==> config.mk <==
export PLATFORM = sky130hd
export DESIGN_NAME = branch_presolve_stage
export DESIGN_NICKNAME = d
export VERILOG_FILES = /design/src/rtl/frontend_pkg.sv /design/src/rtl/branch_presolve_stage_slot_decode.sv /design/src/rtl/branch_presolve_stage.sv
export SDC_FILE = /design/constraint.sdc
export NUM_CORES = 1
export LEC_CHECK = 0
export CAP_MARGIN = 20
export CORE_AREA = 2 2 206 208
export DETAILED_ROUTE_END_ITERATION = 7
export DIE_AREA = 0 0 208 210
export PLACE_DENSITY = 0.83
export SLEW_MARGIN = 0
export SYNTH_ARGS = -nofsm -noshare
export SYNTH_HDL_FRONTEND = slang
export SYNTH_SLANG_ARGS = --single-unit
==> constraint.sdc <==
create_clock -name clock -period 8.7 [get_ports clock]
set_input_delay 2.61 -clock clock [delete_from_list [all_inputs] [get_ports clock]]
set_output_delay 2.61 -clock clock [all_outputs]
set_load 0.005 [all_outputs]
==> src/rtl/frontend_pkg.sv <==
// Shared frontend definitions: RISC-V control-flow opcodes and pack helpers.
package frontend_pkg;

  typedef enum logic [6:0] {
    OPC_BRANCH = 7'b1100011,
    OPC_JALR   = 7'b1100111,
    OPC_JAL    = 7'b1101111
  } opcode_e;

  // J-type immediate, sign-extended to 64 bits; callers truncate to XLEN.
  function automatic logic [63:0] jal_imm(input logic [31:0] inst);
    return {{44{inst[31]}}, inst[19:12], inst[20], inst[30:21], 1'b0};
  endfunction

  // Aligns a PC down to the start of its fetch pack (fetchWidth slots of 4 bytes).
  function automatic logic [63:0] pack_base(input logic [63:0] pc, input int unsigned fetchWidth);
    return pc & ~((64'(fetchWidth) << 2) - 64'd1);
  endfunction

endpackage

==> src/rtl/branch_presolve_stage_slot_decode.sv <==
// Per-slot pre-decode: control-flow / JAL classification and JAL target.
module presolve_slot_decode
  import frontend_pkg::*;
#(
  parameter int unsigned XLEN = 64
) (
  input  logic [31:0]     inst,
  input  logic            valid,
  input  logic [XLEN-1:0] pc,
  output logic            cfi,
  output logic            jal,
  output logic [XLEN-1:0] target
);

  logic [63:0] immFull;
  logic        unusedRd;

  assign unusedRd = ^inst[11:7];

  // Classify the slot opcode and compute the JAL target from the slot PC.
  always_comb begin
    immFull = jal_imm(inst);
    cfi     = valid && ((inst[6:0] == OPC_BRANCH) || (inst[6:0] == OPC_JAL) ||
                        (inst[6:0] == OPC_JALR));
    jal     = valid && (inst[6:0] == OPC_JAL);
    target  = pc + immFull[XLEN-1:0];
  end

endmodule

==> src/rtl/branch_presolve_stage.sv <==
// Fetch-pack pre-decode stage: corrects false-taken predictions and presolves
// direct JALs, squashes wrong-path slots and buffers the pack for decode.
module branch_presolve_stage
  import frontend_pkg::*;
#(
  parameter int unsigned FETCH_WIDTH  = 2,
  parameter int unsigned XLEN         = 64,
  parameter int unsigned PRESOLVE_JAL = 1,
  localparam int unsigned SW = (FETCH_WIDTH > 1) ? $clog2(FETCH_WIDTH) : 1
) (
  input  logic                     clock,
  input  logic                     reset,
  input  logic                     io_i_valid,
  output logic                     io_o_ready,
  input  logic [FETCH_WIDTH-1:0]   io_i_fetch_pack_valids,
  input  logic [XLEN-1:0]          io_i_fetch_pack_pc,
  input  logic [32*FETCH_WIDTH-1:0] io_i_fetch_pack_insts,
  input  logic                     io_i_fetch_pack_branch_predict_pack_valid,
  input  logic                     io_i_fetch_pack_branch_predict_pack_taken,
  input  logic [SW-1:0]            io_i_fetch_pack_branch_predict_pack_select,
  input  logic [XLEN-1:0]          io_i_fetch_pack_branch_predict_pack_target,
  input  logic [3:0]               io_i_fetch_pack_branch_predict_pack_branch_type,
  input  logic                     io_i_flush,
  output logic                     io_o_valid,
  input  logic                     io_i_ready,
  output logic [FETCH_WIDTH-1:0]   io_o_fetch_pack_valids,
  output logic [XLEN-1:0]          io_o_fetch_pack_pc,
  output logic [32*FETCH_WIDTH-1:0] io_o_fetch_pack_insts,
  output logic                     io_o_fetch_pack_branch_predict_pack_valid,
  output logic                     io_o_fetch_pack_branch_predict_pack_taken,
  output logic [SW-1:0]            io_o_fetch_pack_branch_predict_pack_select,
  output logic [XLEN-1:0]          io_o_fetch_pack_branch_predict_pack_target,
  output logic [3:0]               io_o_fetch_pack_branch_predict_pack_branch_type,
  output logic                     io_o_branch_presolve_pack_valid,
  output logic                     io_o_branch_presolve_pack_taken,
  output logic [XLEN-1:0]          io_o_branch_presolve_pack_pc
);

  logic [63:0]            baseFull;
  logic [XLEN-1:0]        base;
  logic [FETCH_WIDTH-1:0] slotCfi;
  logic [FETCH_WIDTH-1:0] slotJal;
  logic [XLEN-1:0]        slotPc     [FETCH_WIDTH];
  logic [XLEN-1:0]        slotTarget [FETCH_WIDTH];

  logic                   predValid;
  logic                   predSlotCfi;
  logic                   jalFound;
  logic [SW-1:0]          jalIdx;
  logic [XLEN-1:0]        jalTarget;
  logic                   jalFire;
  logic                   ftFire;
  logic                   fire;
  logic [XLEN-1:0]        firePc;
  logic [SW-1:0]          keepIdx;
  logic [FETCH_WIDTH-1:0] maskedValids;
  logic                   accept;

  assign baseFull = pack_base(64'(io_i_fetch_pack_pc), FETCH_WIDTH);
  assign base     = baseFull[XLEN-1:0];

  for (genvar s = 0; s < FETCH_WIDTH; s++) begin : gSlot
    assign slotPc[s] = base + XLEN'(4 * s);
    presolve_slot_decode #(.XLEN(XLEN)) uDecode (
      .inst   (io_i_fetch_pack_insts[32*s +: 32]),
      .valid  (io_i_fetch_pack_valids[s]),
      .pc     (slotPc[s]),
      .cfi    (slotCfi[s]),
      .jal    (slotJal[s]),
      .target (slotTarget[s])
    );
  end

  // Lowest-JAL search, rule arbitration (JAL presolve beats false-taken) and squash mask.
  always_comb begin
    predValid   = io_i_fetch_pack_branch_predict_pack_valid &&
                  io_i_fetch_pack_branch_predict_pack_taken;
    jalFound    = 1'b0;
    jalIdx      = '0;
    jalTarget   = '0;
    predSlotCfi = 1'b0;
    // Descending scan so the lowest matching slot is the one left standing.
    for (int unsigned s = FETCH_WIDTH; s > 0; s--) begin
      if (slotJal[s-1]) begin
        jalFound  = 1'b1;
        jalIdx    = SW'(s - 1);
        jalTarget = slotTarget[s-1];
      end
    end
    for (int unsigned s = 0; s < FETCH_WIDTH; s++) begin
      if (SW'(s) == io_i_fetch_pack_branch_predict_pack_select) begin
        predSlotCfi = slotCfi[s];
      end
    end
    jalFire = (PRESOLVE_JAL != 0) && jalFound &&
              (!predValid || (jalIdx < io_i_fetch_pack_branch_predict_pack_select) ||
               ((jalIdx == io_i_fetch_pack_branch_predict_pack_select) &&
                (io_i_fetch_pack_branch_predict_pack_target != jalTarget)));
    ftFire  = predValid && !predSlotCfi;
    fire    = jalFire || ftFire;
    firePc  = jalFire ? jalTarget
                      : base + ((XLEN'(io_i_fetch_pack_branch_predict_pack_select) + XLEN'(1)) << 2);
    keepIdx = jalFire ? jalIdx : io_i_fetch_pack_branch_predict_pack_select;
    for (int unsigned s = 0; s < FETCH_WIDTH; s++) begin
      maskedValids[s] = io_i_fetch_pack_valids[s] && (!fire || (SW'(s) <= keepIdx));
    end
  end

  assign io_o_ready = (!io_o_valid || io_i_ready) && !io_o_branch_presolve_pack_valid && !io_i_flush;
  assign accept     = io_i_valid && io_o_ready;

  // One-entry output buffer plus single-cycle redirect pulse; flush drops both.
  always_ff @(posedge clock) begin
    if (reset) begin
      io_o_valid                                      <= 1'b0;
      io_o_fetch_pack_valids                          <= '0;
      io_o_fetch_pack_pc                              <= '0;
      io_o_fetch_pack_insts                           <= '0;
      io_o_fetch_pack_branch_predict_pack_valid       <= 1'b0;
      io_o_fetch_pack_branch_predict_pack_taken       <= 1'b0;
      io_o_fetch_pack_branch_predict_pack_select      <= '0;
      io_o_fetch_pack_branch_predict_pack_target      <= '0;
      io_o_fetch_pack_branch_predict_pack_branch_type <= '0;
      io_o_branch_presolve_pack_valid                 <= 1'b0;
      io_o_branch_presolve_pack_taken                 <= 1'b0;
      io_o_branch_presolve_pack_pc                    <= '0;
    end else if (io_i_flush) begin
      io_o_valid                      <= 1'b0;
      io_o_branch_presolve_pack_valid <= 1'b0;
    end else begin
      io_o_branch_presolve_pack_valid <= accept && fire;
      if (accept) begin
        io_o_valid                                      <= 1'b1;
        io_o_fetch_pack_valids                          <= maskedValids;
        io_o_fetch_pack_pc                              <= io_i_fetch_pack_pc;
        io_o_fetch_pack_insts                           <= io_i_fetch_pack_insts;
        io_o_fetch_pack_branch_predict_pack_valid       <= io_i_fetch_pack_branch_predict_pack_valid;
        io_o_fetch_pack_branch_predict_pack_taken       <= io_i_fetch_pack_branch_predict_pack_taken;
        io_o_fetch_pack_branch_predict_pack_select      <= io_i_fetch_pack_branch_predict_pack_select;
        io_o_fetch_pack_branch_predict_pack_target      <= io_i_fetch_pack_branch_predict_pack_target;
        io_o_fetch_pack_branch_predict_pack_branch_type <= io_i_fetch_pack_branch_predict_pack_branch_type;
        if (fire) begin
          io_o_branch_presolve_pack_taken <= jalFire;
          io_o_branch_presolve_pack_pc    <= firePc;
        end
      end else if (io_i_ready) begin
        io_o_valid <= 1'b0;
      end
    end
  end

endmodule

# Word level (Yosys, flattened, before mapping)
# Cells that the tools add are included.
[totals] reg_bits=268 output_inout_bits=269 elab_cells=73
[classes] addsub=5 magnitude_cmp=3 n_eq_ne=8 muxes=10 n_bitwise=1 reduce_logical=34
[ops] op="64-bit 2-to-1 mux" count=3
[ops] op="64-bit adder" count=2
[ops] op="64-bit by 3-bit adder with 64-bit output (second input constant)" count=1
[ops] op="64-bit by 4-bit adder with 64-bit output" count=1
[ops] op="64-bit != test" count=1
[ops] op="7-bit == test (second input constant)" count=6
[ops] op="1-bit logical AND" count=14
[ops] op="1-bit logical OR" count=10
[ops] op="1-bit 2-to-1 mux" count=7
[ops] op="1-bit logical NOT" count=6
[ops] op="3-bit AND reduction" count=1
[ops] op="1-bit by 1-bit adder with 2-bit output (second input constant)" count=1
[ops] op="1-bit less-or-equal comparator (first input constant)" count=2
[ops] op="2-bit AND reduction" count=1
[ops] op="2-bit nonzero test" count=1
[ops] op="2-bit OR reduction" count=1
[ops] op="1-bit == test" count=1
[ops] op="1-bit < comparator" count=1
[ops] op="1-bit NOT" count=1

# Depth between registers and ports, before layout
[depth] depth_word=12 depth_mapped=21 ltp_nobuf=19

# Hierarchy
# A second synthesis with hierarchy kept.
[hier_totals] cells_unflattened=2911 area_unflattened_um2=21499.4
[by_module_without_submodules] module="branch_presolve_stage" n_inst=1 cells_each=1810 area_each_um2=13889.6 seq_area_each_um2=5365.1
[by_module_without_submodules] module="presolve_slot_decode (gSlot[1].uDecode)" n_inst=1 cells_each=561 area_each_um2=3842.4 seq_area_each_um2=0.0
[by_module_without_submodules] module="presolve_slot_decode (gSlot[0].uDecode)" n_inst=1 cells_each=540 area_each_um2=3767.4 seq_area_each_um2=0.0

# Least setup slack after synthesis
# No wires, ideal clock.
[synth_timing] kind="input-to-reg" from="in io_i_fetch_pack_pc[3]" to="reg io_o_branch_presolve_pack_pc[20]" setup_time_ns=0.095 arrival_ns=6.753 path_slack_ns=1.851 path_stages=20 path_buffers=2 cell_sequence="ha_1 -> inv_1 -> fa_1 -> nand2b_1 -> a21o_1 -> o41a_1 -> a21boi_1 -> o21ai_1 -> a21oi_1 -> o311ai_0 -> and3b_1 -> a2111oi_0 -> o211ai_1 -> nor4_2 -> nand3b_4 -> o21a_1 -> buf_6 -> buf_2 -> mux2i_1 -> a221oi_1"
[synth_between] elab_chain_len=10 word_cells_on_any_way=13
[synth_lines] element="from (decl)" line="branch_presolve_stage.sv:16" rtl="input logic [XLEN-1:0] io_i_fetch_pack_pc,"
[synth_lines] element="64-bit by 3-bit adder with 64-bit output" line="branch_presolve_stage.sv:63" rtl="assign slotPc[s] = base + XLEN'(4 * s);"
[synth_lines] element="64-bit adder" line="branch_presolve_stage_slot_decode.sv:26" rtl="target = pc + immFull[XLEN-1:0];"
[synth_lines] element="64-bit 2-to-1 mux (2 in series)" line="branch_presolve_stage.sv:84" rtl="if (slotJal[s-1]) begin"
[synth_lines] element="64-bit != test" line="branch_presolve_stage.sv:98" rtl="(io_i_fetch_pack_branch_predict_pack_target != jalTarget)));"
[synth_lines] element="1-bit logical AND" line="branch_presolve_stage.sv:97" rtl="((jalIdx == io_i_fetch_pack_branch_predict_pack_select) &&"
[synth_lines] element="1-bit logical OR" line="branch_presolve_stage.sv:96" rtl="(!predValid || (jalIdx < io_i_fetch_pack_branch_predict_pack_select) ||"
[synth_lines] element="1-bit logical AND" line="branch_presolve_stage.sv:95" rtl="jalFire = (PRESOLVE_JAL != 0) && jalFound &&"
[synth_lines] element="1-bit logical OR" line="branch_presolve_stage.sv:100" rtl="fire = jalFire || ftFire;"
[synth_lines] element="3-bit AND reduction (no source line)"
[synth_lines] element="to (signal assigned)" line="branch_presolve_stage.sv:144" rtl="io_o_branch_presolve_pack_pc <= firePc;"
[synth_lines] element="to (decl)" line="branch_presolve_stage.sv:36" rtl="output logic [XLEN-1:0] io_o_branch_presolve_pack_pc"
# Several ways; a longest one is shown, not always the timed one.
# A chain may end at the register's enable or synchronous reset.

# Worst setup path in the final report
[layout_timing] from="in io_i_fetch_pack_pc[42]" to="reg io_o_branch_presolve_pack_pc[21]"
[layout_between] elab_chain_len=10 word_cells_on_any_way=12
[layout_lines] element="64-bit by 3-bit adder with 64-bit output" line="branch_presolve_stage.sv:63"
[layout_lines] element="64-bit adder" line="branch_presolve_stage_slot_decode.sv:26"
[layout_lines] element="64-bit 2-to-1 mux" line="branch_presolve_stage.sv:84"
[layout_lines] element="64-bit 2-to-1 mux (*)" line="branch_presolve_stage.sv:84"
[layout_lines] element="64-bit != test (*)" line="branch_presolve_stage.sv:98"
[layout_lines] element="1-bit logical AND (*)" line="branch_presolve_stage.sv:97"
[layout_lines] element="1-bit logical OR (*)" line="branch_presolve_stage.sv:96"
[layout_lines] element="1-bit logical AND (*)" line="branch_presolve_stage.sv:95"
[layout_lines] element="1-bit logical OR" line="branch_presolve_stage.sv:100"
[layout_lines] element="3-bit AND reduction (no source line)"
# Every way passes the cells marked *; elsewhere a longest branch is shown, timed or not.

==> flow_summary.json <==
{
  "maxSlewHeadroom_pct": 22.8,
  "placed_area_sq_um": 26700,
  "intPower_mw": 2.47,
  "final-hold-violation-count": 0,
  "die_x_um": 208,
  "grt_pass1_wl_mm": 143,
  "syn-cell-area_sq_um": 21400,
  "route.antenna.remaining_nets": 0,
  "antenna_found_initial": 5,
  "power_switching_mw": 1.32,
  "area_growth_pct": 29.1,
  "yosysUniqueCellTypes": 98,
  "dp_hpwl_mm": 77.1,
  "drtPass1Iterations": 7,
  "cts_resized": 0,
  "wl_mm": 96.5,
  "power_density_nw_per_um2": 137,
  "cts.sinks": 267,
  "hold_class": "reg -> reg",
  "power_frac_clock_pct": 32.7,
  "synth_xor_xnor_area_share_pct": 7.69,
  "overflow": 0,
  "grt_pass1_vias": 23900,
  "period_minus_slack_ps": 8400,
  "cp_slowest_stage_delay_ps": 740,
  "synth_top_family_by_area": "compound AO/OA/AOI/OAI gates",
  "root_buffer": "clkbuf_16",
  "numPortBuffers": 473,
  "maxSlewViolCount": 0,
  "clk_pin_slew_ps": 60,
  "cp.required_ps": 9130,
  "yosys.area_share.adder_pct": 7.38,
  "place_ws_ps": -286,
  "muxShareOfSynthArea_pct": 3.57,
  "cp-end-kind": "register",
  "postCtsSetupBuffers": 0,
  "ys_seq_area_share_pct": 25.0,
  "slowest_stage": "clkdlybuf4s50_1",
  "drtIter0Drc": 3288,
  "finClkSkew_ps": 26.3,
  "rrSetupSlack_ps": 5730,
  "final_area_sq_um": 27600,
  "worst_pin_slew_ps": 1160,
  "die_area_sq_um": 43700,
  "vias": 25600,
  "cts_buffers": 28,
  "max_freq_mhz": 119,
  "synth_nets": 3333,
  "synth-edff-count": 0,
  "worstHoldStart": "io_o_fetch_pack_pc[47]",
  "min_delay_worst_endpoint": "io_o_fetch_pack_pc[47]",
  "fin_ws_ps": 298,
  "rows": 75,
  "ys_seq_elements": 267,
  "rr_startpoint": "io_o_valid",
  "routedWlPerCell_um": 24.4,
  "synth.yosys.warnings": 0,
  "grt_setup_unrepaired": "no",
  "post-route-period-util_pct": 96.6,
  "p_comb_share_pct": 32.8,
  "power.leakage_nw": 10.1,
  "synthArstFlopShare_pct": 0,
  "cts_tree": "done",
  "outcome": "complete, no violations",
  "drive_gt1_share_pct": 5.38,
  "finalSetupViolCount": 0,
  "yosysMostFrequentCell": "nand2_1",
  "peakVddDrop_uv": 167,
  "die_h_um": 210,
  "initial_core_util_pct": 51.6,
  "route.detailed.drc": 0,
  "hold_buffers": 0,
  "fp.coreArea_sq_um": 41500,
  "power_frac_seq_pct": 34.5,
  "max_cap_viol_count": 0,
  "startpoint_type": "primary input",
  "critical_path_peak_fanout": 33,
  "synth_top_cell_by_area": "dfxtp_1",
  "layout.nets": 3728,
  "synth_cells": 3002,
  "ys.flop_type": "dfxtp_1",
  "synth_top_cell_area_share_pct": 25.0,
  "clock_latency_ps": 600,
  "r2r_cells": 6,
  "gp_routability_congestion": 1.10,
  "via_per_inst": 6.45,
  "htree_levels": 1,
  "reg2reg_to": "io_o_fetch_pack_branch_predict_pack_target[34]",
  "synth-compound-area-share_pct": 26.3,
  "netlist_top_cells_count": "640 x nand2_1, 413 x a21oi_1, 267 x dfxtp_1",
  "cp.arrival_ps": 8830,
  "cpMostUsedCell": "a2111oi_0",
  "grt_max_degree": 104,
  "io-pin-count": 475,
  "swShare_pct": 34.8,
  "synthSimpleGateAreaFrac_pct": 25.2,
  "hold_path_depth": 2,
  "crit_chain": "clkdlybuf4s50_1 -> ha_1 -> a21oi_1 -> o21ai_0 -> a21o_1 -> a221oi_1 -> o41ai_1 -> buf_4 -> xnor2_1 -> o2111ai_2 -> or2_2 -> a2111oi_0 -> and3_1 -> nand4_1 -> nand3b_4 -> o21a_4 -> and4_1 -> a2111oi_0",
  "clockBufferDepth": 3,
  "ys_top_cells_by_area": "dfxtp_1 25%, nand2_1 11%, a21oi_1 9.7%, ha_1 7.2%, xnor2_1 3.9%",
  "avgSynthCellArea_sq_um": 7.13,
  "tns_ps": 0,
  "setup.worst_path.class": "in -> reg",
  "track_usage_pct": 41.8
}
==> critical path: cells and delay by family <==
kind                       cells  cell delay (ps)
adders and majority gates      1              640
buffers and inverters          2              920
and+or+nand+nor                5             1360
AOI/OAI and AO/OA              9             2940
xor gates and xnor gates       1              320
==> area by class of cell <==
type	instances	area, sq um
antenna	4	10.0
inverter	74	278
timing repair buffer	551	5330
fill	3505	13800
multi-input combinational	2475	15100
sequential	267	5350
clock inverter	14	176
clock buffer	36	761
tap	539	674
==> per-layer routing <==
metal / vias up / track usage, % / wire [um]
met2: 1692 / 63.7 / 41000
met1: 12000 / 57.9 / 38900
met4: 0 / 13.6 / 3580
met5: - / 0 / 0
li1: 11600 / - / -
met3: 247 / 10.2 / 13000
==> logic make-up (layout without fill, tap and decap cells) <==
kind of cell / after synthesis / in the layout
compound gates: 899 / 899
xor+xnor: 188 / 188
fa+ha+maj: 125 / 125
buf+inv: 260 / 675
flops: 267 / 267
mux: 73 / 73
other cells: 1 / 5
simple gates: 1189 / 1189
==> through the flow <==
| stage | util [%] | total power, mW | hold slack, ps | instances |
|---|---|---|---|---|
| 6_report | 66.6 | 3.79 | 452 | 3960 |
| 5_1_grt | 66.6 | 3.92 | 471 | 3959 |
| 4_1_cts | 66.6 | 3.74 | 455 | 3956 |
| 3_5_place_dp | 64.3 | 2.52 | 447 | 3906 |
| 3_3_place_gp | 64.3 | 2.50 | 440 | 3906 |
| 2_1_floorplan | - | 2.00 | 453 | 3002 |
==> flip-flops by register name (all words and copies together), names as in the netlist <==
signal                                           count
io_o_branch_presolve_pack_valid                      1
io_o_valid                                           1
io_o_fetch_pack_branch_predict_pack_taken            1
io_o_fetch_pack_branch_predict_pack_valid            1
io_o_fetch_pack_pc                                  64
io_o_fetch_pack_branch_predict_pack_select           1
io_o_branch_presolve_pack_taken                      1
io_o_fetch_pack_valids                               2
io_o_fetch_pack_insts                               64
io_o_fetch_pack_branch_predict_pack_target          64
io_o_branch_presolve_pack_pc                        63
io_o_fetch_pack_branch_predict_pack_branch_type      4
==> layout by cell type, fill, tap and decap left out, types with 11 or more instances in the layout <==
cell             synthesis  routed
or2_2                   11      12
o21ai_1                 12      12
inv_1                   73      73
nor2_1                 173     171
dfxtp_1                267     267
ha_1                   123     123
a22oi_1                 18      18
xor2_1                  93      93
xnor2_1                 95      95
and4_1                  14      14
o21ai_0                129     129
nand3_1                 65      65
mux2i_1                 62      62
a21o_1                  32      32
o2bb2ai_1               23      23
nor2b_1                 12      12
clkdlybuf4s50_1          0     470
nor3_1                  47      47
or3_1                   15      15
buf_4                    6      77
a31oi_1                 22      22
nand2_1                640     639
nor4_1                  27      27
clkbuf_16                0      28
and3_1                  29      29
a211oi_1                21      21
a21oi_1                413     412
nand4_1                 93      93
o22ai_1                 21      21
a221oi_1                22      22
nand2b_1                11      11
o21bai_1                13      13
o211ai_1                17      17
o21a_1                  30      29
a22o_1                  17      17
==> how the worst max path moves through the flow <==
stage / startpoint / end / slack, ps / cells past startpoint
after floorplan: io_i_fetch_pack_pc[3] / io_o_branch_presolve_pack_pc[20] / 1850 / 20
after global placement: io_i_fetch_pack_pc[42] / io_o_branch_presolve_pack_pc[54] / -50 / 19
after detailed placement: io_i_fetch_pack_pc[42] / io_o_branch_presolve_pack_pc[21] / -290 / 18
after CTS: io_i_fetch_pack_pc[42] / io_o_branch_presolve_pack_pc[21] / 290 / 18
after global routing: io_i_fetch_pack_pc[42] / io_o_branch_presolve_pack_pc[21] / 90 / 18
final: io_i_fetch_pack_pc[42] / io_o_branch_presolve_pack_pc[21] / 300 / 18
==> power by group through the flow <==
stage	logic, mW	registers [mW]	clock network [mW]
2_1_floorplan	0.665	1.33	0
3_3_place_gp	1.18	1.33	0
3_5_place_dp	1.19	1.33	0
4_1_cts	1.20	1.30	1.24
5_1_grt	1.32	1.31	1.29
6_report	1.24	1.30	1.24
(Power assumes the default switching activity.)
